$ cat config.mk
export PLATFORM = sky130hd
export DESIGN_NAME = instr_fetch_queue
export DESIGN_NICKNAME = d
export VERILOG_FILES = /design/src/rtl/instr_fetch_queue.sv
export SDC_FILE = /design/constraint.sdc
export NUM_CORES = 1
export LEC_CHECK = 0
export BUFFER_PORTS_ARGS = -buffer_cell sky130_fd_sc_hd__buf_4
export CORE_ASPECT_RATIO = 0.75
export CORE_UTILIZATION = 60
export CTS_CLUSTER_DIAMETER = 120
export DETAILED_ROUTE_END_ITERATION = 10
export GPL_ROUTABILITY_DRIVEN = 0
export GPL_TIMING_DRIVEN = 0
export PLACE_DENSITY = 0.89
export SLEW_MARGIN = 20
export SYNTH_ARGS = -nofsm -noshare
export SYNTH_HDL_FRONTEND = slang
export SYNTH_SLANG_ARGS = --single-unit
$ cat constraint.sdc
create_clock -name clk -period 4.51 [get_ports clk]
set_input_delay 0 -clock clk [delete_from_list [all_inputs] [get_ports clk]]
set_output_delay 0 -clock clk [all_outputs]
set_load 0.03 [all_outputs]
$ cat src/rtl/instr_fetch_queue.sv
// rtl/instr_fetch_queue.sv - single-outstanding instruction fetcher feeding a DEPTH-entry decode queue.
// Optional FETCH_STALL_CNT_EN adds a saturating decode-starvation counter (stall_count).
module instr_fetch_queue #(
  parameter int          DEPTH    = 4,
  parameter logic [31:0] RESET_PC = 32'h0000_0000
) (
  input  logic        clk,
  input  logic        reset,
  output logic        imem_req,
  output logic [31:0] imem_addr,
  input  logic        imem_ack,
  input  logic [31:0] imem_rdata,
  output logic        out_valid,
  input  logic        out_ready,
  output logic [31:0] out_instr,
  output logic [31:0] out_pc,
  input  logic        redirect_valid,
`ifdef FETCH_STALL_CNT_EN
  input  logic [31:0] redirect_pc,
  output logic [31:0] stall_count
`else
  input  logic [31:0] redirect_pc
`endif
);

  localparam int AW = (DEPTH > 1) ? $clog2(DEPTH) : 1;
  localparam logic [AW:0] FULL = (AW+1)'(DEPTH);

  typedef enum logic [1:0] {IDLE, REQ, DROP} state_t;

  state_t        state, state_next;
  logic [31:0]   fetch_pc, fetch_pc_next;
  logic          req_next;
  logic [31:0]   addr_next;
  logic [31:0]   mem_pc    [DEPTH];
  logic [31:0]   mem_instr [DEPTH];
  logic [AW-1:0] head, tail;
  logic [AW:0]   count;
  logic          push, pop;
  logic [31:0]   redirect_aligned;

  assign redirect_aligned = {redirect_pc[31:2], 2'b00};
  // Responses are only accepted while our own request is live; a redirect discards them.
  assign push      = (state == REQ) && imem_ack && !redirect_valid;
  assign pop       = out_valid && out_ready && !redirect_valid;
  assign out_valid = (count != '0);
  assign out_pc    = out_valid ? mem_pc[head]    : 32'h0;
  assign out_instr = out_valid ? mem_instr[head] : 32'h0;

  always_comb begin
    state_next    = state;
    fetch_pc_next = fetch_pc;
    req_next      = imem_req;
    addr_next     = imem_addr;
    case (state)
      IDLE: begin
        if (redirect_valid) begin
          fetch_pc_next = redirect_aligned;
        end else if (count < FULL) begin
          state_next = REQ;
          req_next   = 1'b1;
          addr_next  = fetch_pc;
        end
      end
      REQ: begin
        if (imem_ack) begin
          fetch_pc_next = fetch_pc + 32'd4;
          state_next    = IDLE;
          req_next      = 1'b0;
        end
        // Without a coincident ack the request stays on the bus until memory answers.
        if (redirect_valid) begin
          fetch_pc_next = redirect_aligned;
          state_next    = imem_ack ? IDLE : DROP;
        end
      end
      DROP: begin
        if (redirect_valid) fetch_pc_next = redirect_aligned;
        if (imem_ack) begin
          state_next = IDLE;
          req_next   = 1'b0;
        end
      end
      default: begin
        state_next = IDLE;
        req_next   = 1'b0;
      end
    endcase
  end

  always_ff @(posedge clk or posedge reset) begin
    if (reset) begin
      state     <= IDLE;
      fetch_pc  <= RESET_PC;
      imem_req  <= 1'b0;
      imem_addr <= RESET_PC;
    end else begin
      state     <= state_next;
      fetch_pc  <= fetch_pc_next;
      imem_req  <= req_next;
      imem_addr <= addr_next;
    end
  end

  always_ff @(posedge clk or posedge reset) begin
    if (reset) begin
      head  <= '0;
      tail  <= '0;
      count <= '0;
    end else if (redirect_valid) begin
      head  <= '0;
      tail  <= '0;
      count <= '0;
    end else begin
      if (push) tail <= tail + 1'b1;
      if (pop)  head <= head + 1'b1;
      case ({push, pop})
        2'b10:   count <= count + 1'b1;
        2'b01:   count <= count - 1'b1;
        default: count <= count;
      endcase
    end
  end

  always_ff @(posedge clk) begin
    if (push) begin
      mem_pc[tail]    <= fetch_pc;
      mem_instr[tail] <= imem_rdata;
    end
  end

`ifdef FETCH_STALL_CNT_EN
  always_ff @(posedge clk or posedge reset) begin
    if (reset) begin
      stall_count <= 32'h0;
    end else if (out_ready && !out_valid && !redirect_valid && (stall_count != 32'hFFFF_FFFF)) begin
      stall_count <= stall_count + 32'd1;
    end
  end
`endif

endmodule

==> results of run 1 <==
## worst max-delay path: stages (launching register included)
cell	delay [ns]
dfrtp_1	0.32
clkbuf_1	0.49
clkbuf_1	0.68
mux4_2	0.41
and2_1	0.18
buf_4	0.17
## report_power, final
part / internal [mW] / switching [mW]
sequential: 3.74 / 0.537
combinational: 1.71 / 2.49
clock: 1.47 / 1.05
total: 6.91 / 4.08
## cells in the final DEF (no fill, tap or decap), drive strengths merged, types with 2 or more instances in the layout
cell type / synthesis / layout
edfxtp: 248 / 248
buf: 17 / 181
clkbuf: 29 / 76
dfrtp: 70 / 70
dlygate4sd3: 0 / 66
and2: 66 / 66
mux4: 62 / 62
a21oi: 37 / 37
nand2: 32 / 32
mux2: 30 / 30
nor2: 26 / 26
nand3: 20 / 20
o21ai: 20 / 20
nor3: 14 / 14
inv: 11 / 12
o22ai: 11 / 11
nand4: 9 / 9
ha: 9 / 9
nor4: 6 / 6
clkinv: 0 / 6
nand2b: 5 / 5
a31oi: 5 / 5
and4: 5 / 5
or3: 5 / 5
conb: 1 / 4
xnor2: 3 / 3
xor2: 3 / 3
o32ai: 3 / 3
mux2i: 3 / 3
and3: 3 / 3
a211oi: 3 / 3
o31ai: 2 / 2
a22oi: 2 / 2
o31a: 2 / 2
a2bb2oi: 2 / 2
a311oi: 2 / 2
nor3b: 2 / 2
## state kept, by name, summed over array words and instances, names as in the netlist
register   flops
mem_pc       120
imem_req       1
imem_addr     30
tail           2
head           2
state          2
count          3
fetch_pc      30
mem_instr    128
## logic make-up (layout without fill, tap and decap cells)
group                      Yosys count  count (layout)  synth area share [%]
AOI/OAI and AO/OA                   97              97                  4.51
xor gates and xnor gates             6               6                 0.402
adders and majority gates           10              10                  1.01
buffers and inverters               57             343                  1.89
DFF                                318             318                  70.4
muxes                               95              95                  13.5
other                                1               4                0.0287
and+or+nand+nor                    196             196                  8.32
## layout make-up
type                    count  area (um^2)  area share (%)
flip-flops and latches    318         9200            55.9
multi-input cells         408         3650            22.2
repair buffers            230         1990            12.1
clock buffers              47          927            5.63
well taps                 288          360            2.19
plain buffers              46          205            1.25
clock inverters             9         77.6           0.471
inverters                  11         43.8           0.266
## what timing repair did
action	CTS	global route
endpoints found under the setup margin	0	0
hold buffers	66	0
hold endpoints to repair	234	0
gates resized for setup	0	0
## layer usage
layer / global-route usage (%) / vias to the layer above
met3: 6.55 / 86
met5: 0 / -
li1: - / 3564
met1: 40.2 / 4109
met4: 8.90 / 0
met2: 44.5 / 530
## worst paths after layout
kind / startpoint / end / slack [ns] / cells past startpoint
max reg2reg: fetch_pc[3] / fetch_pc[22] / 1.91 / 6
max: head[1] / out_instr[28] / 1.70 / 5
max in group asynchronous: reset / count[1] / 3.38 / 5
min: redirect_valid / state[1] / 0.1 / 3
min in group asynchronous: reset / imem_addr[31] / 0.55 / 4
min reg2reg: imem_addr[17] / imem_addr[17] / 0.51 / 1
==> flow_metrics.env, run 1 <==
export IMPL_synth_area_top_cells="edfxtp_1, dfrtp_1, mux4_2"
export IMPL_min_path_type="in2reg"
export IMPL_hold_ws_ns=0.0987
export IMPL_synth_avg_cell_area_um2=16.8
export IMPL_pre_cts_slack_ns=2.08
export IMPL_crit_type="reg2out"
export IMPL_yosys_register_bits=318
export IMPL_clock_path_buffers=3
export IMPL_drt_iter0_markers=930
export IMPL_dpl_cell_area_um2=14800
export IMPL_drc_errors=0
export IMPL_crit_fanout=10
export IMPL_io_buffers=159
export IMPL_wl_met3_um=3230
export IMPL_synth_cell_type_count=54
export IMPL_final_nets=1124
export IMPL_synthCells=780
export IMPL_fp_dieH_um=130
export IMPL_die_area_um2=22400
export IMPL_relSlewSlack_pct=38.5
export IMPL_cts_max_level=1
export IMPL_clockRootBuffer="clkbuf_16"
export IMPL_dpl_hpwl_um=19200
export IMPL_highest_layer="met4"
export IMPL_ir_worst_vdd_mv=0.539
export IMPL_grt_pass1_vias=8381
export IMPL_track_usage_pct=28.3
export IMPL_synth_ff_type="edfxtp_1"
export IMPL_synth_area_um2=13100
export IMPL_power_density_nw_per_um2=668
export IMPL_netlist_top_cell_by_area="edfxtp_1"
export IMPL_numPlacedInstances=1235
export IMPL_detail_route_wirelength_um=30800
export IMPL_cts_buffers=30
export IMPL_clk_pin_slew_ns=0.06
export IMPL_drive_above_1_share_pct=30.9
export IMPL_setup_viol=0
export IMPL_cp_end_kind="output pin"
export IMPL_via_per_inst=6.11
export IMPL_startpoint_type="register"
export IMPL_worstMarginPinSlew_ns=0.914
export IMPL_final_cells=1357
export IMPL_met2_length_um=14200
export IMPL_fin_crit_ns=2.81
export IMPL_rsz0062_at_grt="no"
export IMPL_area_growth_pct=25.9
export IMPL_n_antenna_cell=0
export IMPL_dr_pass1_iters=6
export IMPL_synthTopCellsByCount="edfxtp_1, dfrtp_1, and2_1"
export IMPL_grt_overflow=0
export IMPL_setup_ws_ns=1.70
export IMPL_finalPower_mw=11.0
export IMPL_yosysMostFrequentCell="edfxtp_1"
export IMPL_seq_area_frac_synth_pct=70.4
export IMPL_grt_first_pass_wirelength_um=46900
export IMPL_yosys_warnings=0
export IMPL_cts_tree="done"
export IMPL_synth_top_area_share_pct=57.0
export IMPL_grt_max_degree=53
export IMPL_synth_edff_count=248
export IMPL_skew_ns=0.0154
export IMPL_postCtsSetupBuffers=0
export IMPL_critPathArrivalTime_ns=2.81
export IMPL_async_flop_share_pct=22.0
export IMPL_tns_ns=0
export IMPL_hold_viol_final=0
export IMPL_crit_required_ns=4.51
export IMPL_drv_cap=0
export IMPL_vias=8289
export IMPL_clock_sinks=318
export IMPL_die_w_um=172
export IMPL_core_area_um2=21200
export IMPL_leakage_nw=5.93
export IMPL_worstSkewPairLatency_ns=0.56
export IMPL_final_area_um2=16500
export IMPL_wl_per_cell_um=22.7
export IMPL_grt_antenna_before_repair=0
export IMPL_io_pins=167
export IMPL_max_freq_mhz=356
export IMPL_start_util_pct=61.6
export IMPL_wl_met1_um=12500
export IMPL_drv_slew=0
export IMPL_drtAntennaViolNets=0
export IMPL_row_count=46
export IMPL_fin_crit_sh_pct=62.3
export IMPL_status="finished clean"
export IMPL_final_util_pct=77.5
export IMPL_final_fill_count=1165
Power figures use the tool's default switching activity.
==> inputs of run 2 (changes only) <==
- CORE_UTILIZATION: 60 -> 52
- PLACE_DENSITY: 0.89 -> 0.83
- clock period: 4.51 -> 2.5 ns (I/O delays scaled with it)
==> run 2 against run 1 <==
Critical endpoint is now fetch_pc[10]. Utilization decreased by 9.4 points. Count of clock-buffer cells in the layout unchanged. Sequential share of layout area is 0.36 points lower. Setup slack worse by 1.6 ns. Critical path depth increased by 4. Global-route usage is 4.8 points lower. Combinational power is 80% higher. Via count decreased by 3.2%. Non-clock buffer count is 2 higher. Cell count up 3.3%. Flip-flop and latch count is the same.
==> flow_metrics.env, run 2 (synthesis gave the netlist of run 1 again) <==
export IMPL_multi_input_area_um2=3690
export IMPL_wl_per_cell_um=21.3
export IMPL_clk_pin_slew_ns=0.07
export IMPL_final_cells=1402
export IMPL_grt_first_pass_wirelength_um=45400
export IMPL_grt_overflow=0
export IMPL_skew_ns=0.0247
export IMPL_sw_frac_of_total_pct=36.6
export IMPL_fin_crit_sh_pct=95.7
export IMPL_start_util_pct=53.7
export IMPL_setup_ws_ns=0.107
export IMPL_power_density_nw_per_um2=1190
export IMPL_crit_fanout=10
export IMPL_final_nets=1126
export IMPL_drive_above_1_share_pct=32.8
export IMPL_core_area_um2=24300
export IMPL_via_per_inst=5.72
export IMPL_critPathArrivalTime_ns=2.87
export IMPL_layout_commonest_cell="edfxtp_1"
export IMPL_clockRootBuffer="clkbuf_16"
export IMPL_hold_viol_final=0
export IMPL_crit_required_ns=2.97
export IMPL_worstSkewPairLatency_ns=0.55
export IMPL_grt_pass1_vias=8019
export IMPL_grt_antenna_before_repair=0
export IMPL_die_area_um2=25800
export IMPL_drv_cap=0
export IMPL_power_frac_clock_pct=22.6
export IMPL_drt_iter0_markers=671
export IMPL_ir_worst_vdd_mv=0.775
export IMPL_cts_tree="done"
export IMPL_clock_sinks=318
export IMPL_dpl_hpwl_um=19300
export IMPL_die_w_um=185
export IMPL_largest_reg_flops=128
export IMPL_layout_common_cells="edfxtp_1, buf_4, dfrtp_1, dlygate4sd3_1"
export IMPL_regMostFlops="mem_instr"
export IMPL_power_net_switching_mw=7.21
export IMPL_track_usage_pct=23.5
export IMPL_pre_cts_slack_ns=-0.0673
export IMPL_n_antenna_cell=0
export IMPL_final_fill_count=1592
export IMPL_drv_slew=0
export IMPL_hold_ws_ns=0.0593
export IMPL_setup_viol=0
export IMPL_startpoint_type="register"
export IMPL_grt_max_degree=47
export IMPL_dr_pass1_iters=5
export IMPL_max_freq_mhz=418
export IMPL_row_count=49
export IMPL_relSlewSlack_pct=43.6
export IMPL_clock_path_buffers=3
export IMPL_cts_max_level=1
export IMPL_status="finished clean"
export IMPL_drc_errors=0
export IMPL_combPwrFrac_pct=38.4
export IMPL_vias=8021
export IMPL_io_pins=167
export IMPL_area_growth_pct=26.7
export IMPL_crit_type="reg2reg"
export IMPL_io_buffers=159
export IMPL_drtAntennaViolNets=0
export IMPL_detail_route_wirelength_um=29900
export IMPL_worstMarginPinSlew_ns=0.839
export IMPL_fp_dieH_um=139
export IMPL_numPlacedInstances=1278
export IMPL_top_regs="mem_instr: 128 flops, mem_pc: 120 flops"
export IMPL_cp_end_kind="register"
export IMPL_p_int_mw=12.5
export IMPL_p_seq_share_pct=39.0
export IMPL_fin_crit_ns=2.39
export IMPL_tns_ns=0
export IMPL_leakage_nw=5.97
export IMPL_seqCellArea_um2=9200
export IMPL_min_path_type="in2reg"
export IMPL_cts_buffers=30
run 2: path summary, 6_finish.rpt:
kind                                     start             to  slack, ns  cells past startpoint
worst max-delay path                  state[1]   fetch_pc[10]       0.11                      9
worst min-delay path            redirect_valid       state[1]       0.06                      3
worst max register to register        state[1]   fetch_pc[10]       0.11                      9
worst min register to register   imem_addr[22]  imem_addr[22]       0.51                      1
max in group asynchronous                reset  imem_addr[17]       1.35                      5
min in group asynchronous                reset  imem_addr[26]       0.57                      4
run 2: layout make-up:
class | instances | share of cell area [%]
Clock buffer | 47 | 5.47
Multi-Input combinational cell | 408 | 22.2
Sequential cell | 318 | 55.5
Inverter | 11 | 0.264
Tap cell | 331 | 2.50
Timing Repair Buffer | 234 | 12.2
Buffer | 44 | 1.40
Clock inverter | 9 | 0.423
run 2: what timing repair did:
action / 4_1_cts / 5_1_grt
gates cloned: 0 / 0
endpoints found under the hold margin: 234 / 0
endpoints found under the setup margin: 63 / 143
hold buffers: 66 / 0
setup buffers: 0 / 4
pin swaps: 0 / 3
resized for setup: 15 / 16
run 2: routing by layer:
metal	up-vias	wire length [um]	GRT usage, %
li1	3574	-	-
met1	3961	12300	33.8
met2	431	13900	36.9
met3	55	3090	5.21
met4	0	675	5.74
met5	-	0	0
run 2: stage by stage:
stage | util (%) | total power, mW | cell area (um^2)
after global routing | 68.1 | 20.5 | 16600
after CTS | 67.8 | 19.7 | 16500
final | 68.1 | 19.7 | 16600
after global placement | 60.4 | 14.9 | 14700
after floorplan | - | 12.3 | 13100
after detailed placement | 60.9 | 15.1 | 14800
run 2: critical path: stages (launching register included):
cell,delay [ns]
dfrtp_1,0.41
inv_1,0.11
ha_1,0.27
nand2b_1,0.12
a21oi_1,0.37
or2_2,0.18
clkbuf_1,0.27
clkbuf_2,0.32
a21oi_1,0.08
o22ai_1,0.17
run 2: power by group through the flow:
stage,Combinational [mW],Clock [mW],Sequential [mW]
2_1_floorplan,4.45,0,7.90
3_3_place_gp,7.25,0,7.68
3_5_place_dp,7.39,0,7.75
4_1_cts,7.52,4.50,7.66
5_1_grt,8.03,4.70,7.79
6_report,7.56,4.45,7.68
==> inputs of run 3 (changes only) <==
- CORE_MARGIN: not set -> 10
- SETUP_SLACK_MARGIN: not set -> 0.3
==> run 3 against run 2 <==
Clock skew grew 0.012 ns. Critical path depth shrank 3. Sequential share of layout area shrank 3.3 points. Routed wire length grew 22%. Utilization grew 2.9 points. Combinational power grew 31%. Clock power grew 0.9%. Final area grew 6.5%. Fmax grew 4.2%. Highest routed layer unchanged.
==> flow_metrics.env, run 3 (synthesis gave the netlist of run 1 again) <==
export IMPL_max_freq_mhz=435
export IMPL_row_count=50
export IMPL_min_path_cells=3
export IMPL_numPlacedInstances=1285
export IMPL_io_pins=167
export IMPL_skew_ns=0.0363
export IMPL_cts_buffers=30
export IMPL_area_growth_pct=34.9
export IMPL_cp_end_kind="output pin"
export IMPL_finalPower_mw=22.1
export IMPL_drt_iter0_markers=1180
export IMPL_layout_commonest_cell="edfxtp_1"
export IMPL_clockRootBuffer="clkbuf_16"
export IMPL_via_per_inst=6.01
export IMPL_final_util_pct=71.0
export IMPL_regMostFlops="mem_instr"
export IMPL_crit_top_cell="buf_12"
export IMPL_relSlewSlack_pct=60.6
export IMPL_die_area_um2=32000
export IMPL_min_path_type="in2reg"
export IMPL_largest_reg_flops=128
export IMPL_status="finished clean"
export IMPL_die_w_um=203
export IMPL_hold_ws_ns=0.153
export IMPL_crit_slowest_cell="mux4_2"
export IMPL_crit_fanout=8
export IMPL_grt_pass1_vias=8594
export IMPL_dpl_hpwl_um=20900
export IMPL_drtAntennaViolNets=0
export IMPL_io_buffers=159
export IMPL_drc_errors=0
export IMPL_start_util_pct=52.6
export IMPL_grt_first_pass_wirelength_um=51700
export IMPL_drive_above_1_share_pct=43.2
export IMPL_detail_route_wirelength_um=36500
export IMPL_startpoint_type="register"
export IMPL_clock_sinks=318
export IMPL_grt_max_degree=56
export IMPL_top_regs="mem_instr: 128 flops, mem_pc: 120 flops"
export IMPL_fin_crit_ns=2.30
export IMPL_worstSkewPairLatency_ns=0.58
export IMPL_crit_type="reg2out"
export IMPL_track_usage_pct=21.2
export IMPL_layout_common_cells="edfxtp_1, buf_4, dlygate4sd3_1, mux4_2, dfrtp_1"
export IMPL_wl_per_cell_um=25.2
export IMPL_n_antenna_cell=0
export IMPL_drv_cap=0
export IMPL_drv_slew=0
export IMPL_cts_max_level=1
export IMPL_final_nets=1168
export IMPL_leakage_nw=6.46
export IMPL_grt_antenna_before_repair=0
export IMPL_clk_pin_slew_ns=0.07
export IMPL_ir_worst_vdd_mv=0.874
export IMPL_crit_required_ns=2.50
export IMPL_core_area_um2=24800
export IMPL_fin_crit_sh_pct=91.9
export IMPL_crit_chain="buf_12 > buf_12 > buf_12 > mux4_2 > and2_4 > buf_6"
export IMPL_fp_dieH_um=157
export IMPL_power_density_nw_per_um2=1250
export IMPL_setup_viol=0
export IMPL_clock_path_buffers=3
export IMPL_tns_ns=0
export IMPL_worst_r2r_path_depth=8
export IMPL_final_cells=1448
export IMPL_rsz0062_at_grt="yes"
export IMPL_final_fill_count=1484
export IMPL_dr_pass1_iters=8
export IMPL_worstMarginPinSlew_ns=0.585
export IMPL_grt_overflow=0
export IMPL_hold_viol_final=0
export IMPL_cts_tree="done"
export IMPL_vias=8703
export IMPL_critPathArrivalTime_ns=2.30
export IMPL_slowest_delay_ns=0.52
==> run 3: changes by cell type in the layout (fill, tap and decap cells not counted), sizes merged <==
cell,previous run,this run
buf,185,225
clkbuf,74,58
clkinv,7,14
and2,66,70
inv,12,14
bufinv,1,2
clkinvlp,0,1
==> run 3: final timing paths <==
path                                      from       endpoint  slack [ns]
worst max-delay path                   head[0]  out_instr[13]        0.20
worst min-delay path            redirect_valid       state[1]        0.15
worst max register to register        state[0]   fetch_pc[10]        0.25
worst min register to register   imem_addr[20]  imem_addr[20]        0.51
max in group asynchronous                reset  imem_addr[17]        1.40
min in group asynchronous                reset  imem_addr[29]        0.50
==> run 3: worst max-delay path, delay by kind of cell, from the launching register on <==
family	cells	cell delay, ns
muxes	1	0.52
DFF	1	0.43
and+or+nand+nor	1	0.18
buffers and inverters	4	0.57
==> run 3: metrics by stage <==
step / worst slack, ns / cell area [um^2]
floorplan: 0.220 / 13100
global placement: -0.506 / 14700
detailed placement: 0.0511 / 14800
CTS: 0.187 / 17100
global route: 0.146 / 17600
finish: 0.203 / 17600
==> run 3: layout make-up <==
class                   instances  area (um^2)  share of cell area, %
clock buffers                  33          782                   4.43
inverters                      11         43.8                  0.248
clock inverters                20          190                   1.08
flip-flops and latches        318         9210                   52.2
plain buffers                  46          392                   2.22
well taps                     338          423                   2.40
multi-input cells             412         3920                   22.2
repair buffers                270         2680                   15.2
==> run 3: metal layers <==
metal / global-route usage [%] / vias to the layer above / part of all wire (%)
met3: 5.38 / 115 / 10
met1: 28.1 / 4327 / 38
met5: 0 / - / 0
met2: 33.7 / 597 / 48
met4: 6.70 / 0 / 3.3
li1: - / 3664 / -
==> run 3: repair_timing <==
action,in CTS,in global routing
cloned,9,1
setup endpoints to repair,281,119
buffers inserted,13,21
resized for setup,112,106
hold buffers,66,0
hold endpoints to repair,237,0
pin swaps,14,18
==> run 3: power by group <==
part	switching, mW	internal, mW	total (mW)
sequential	0.929	6.75	7.68
clock	2.00	2.48	4.49
combinational	5.23	4.70	9.94
total	8.16	13.9	22.1
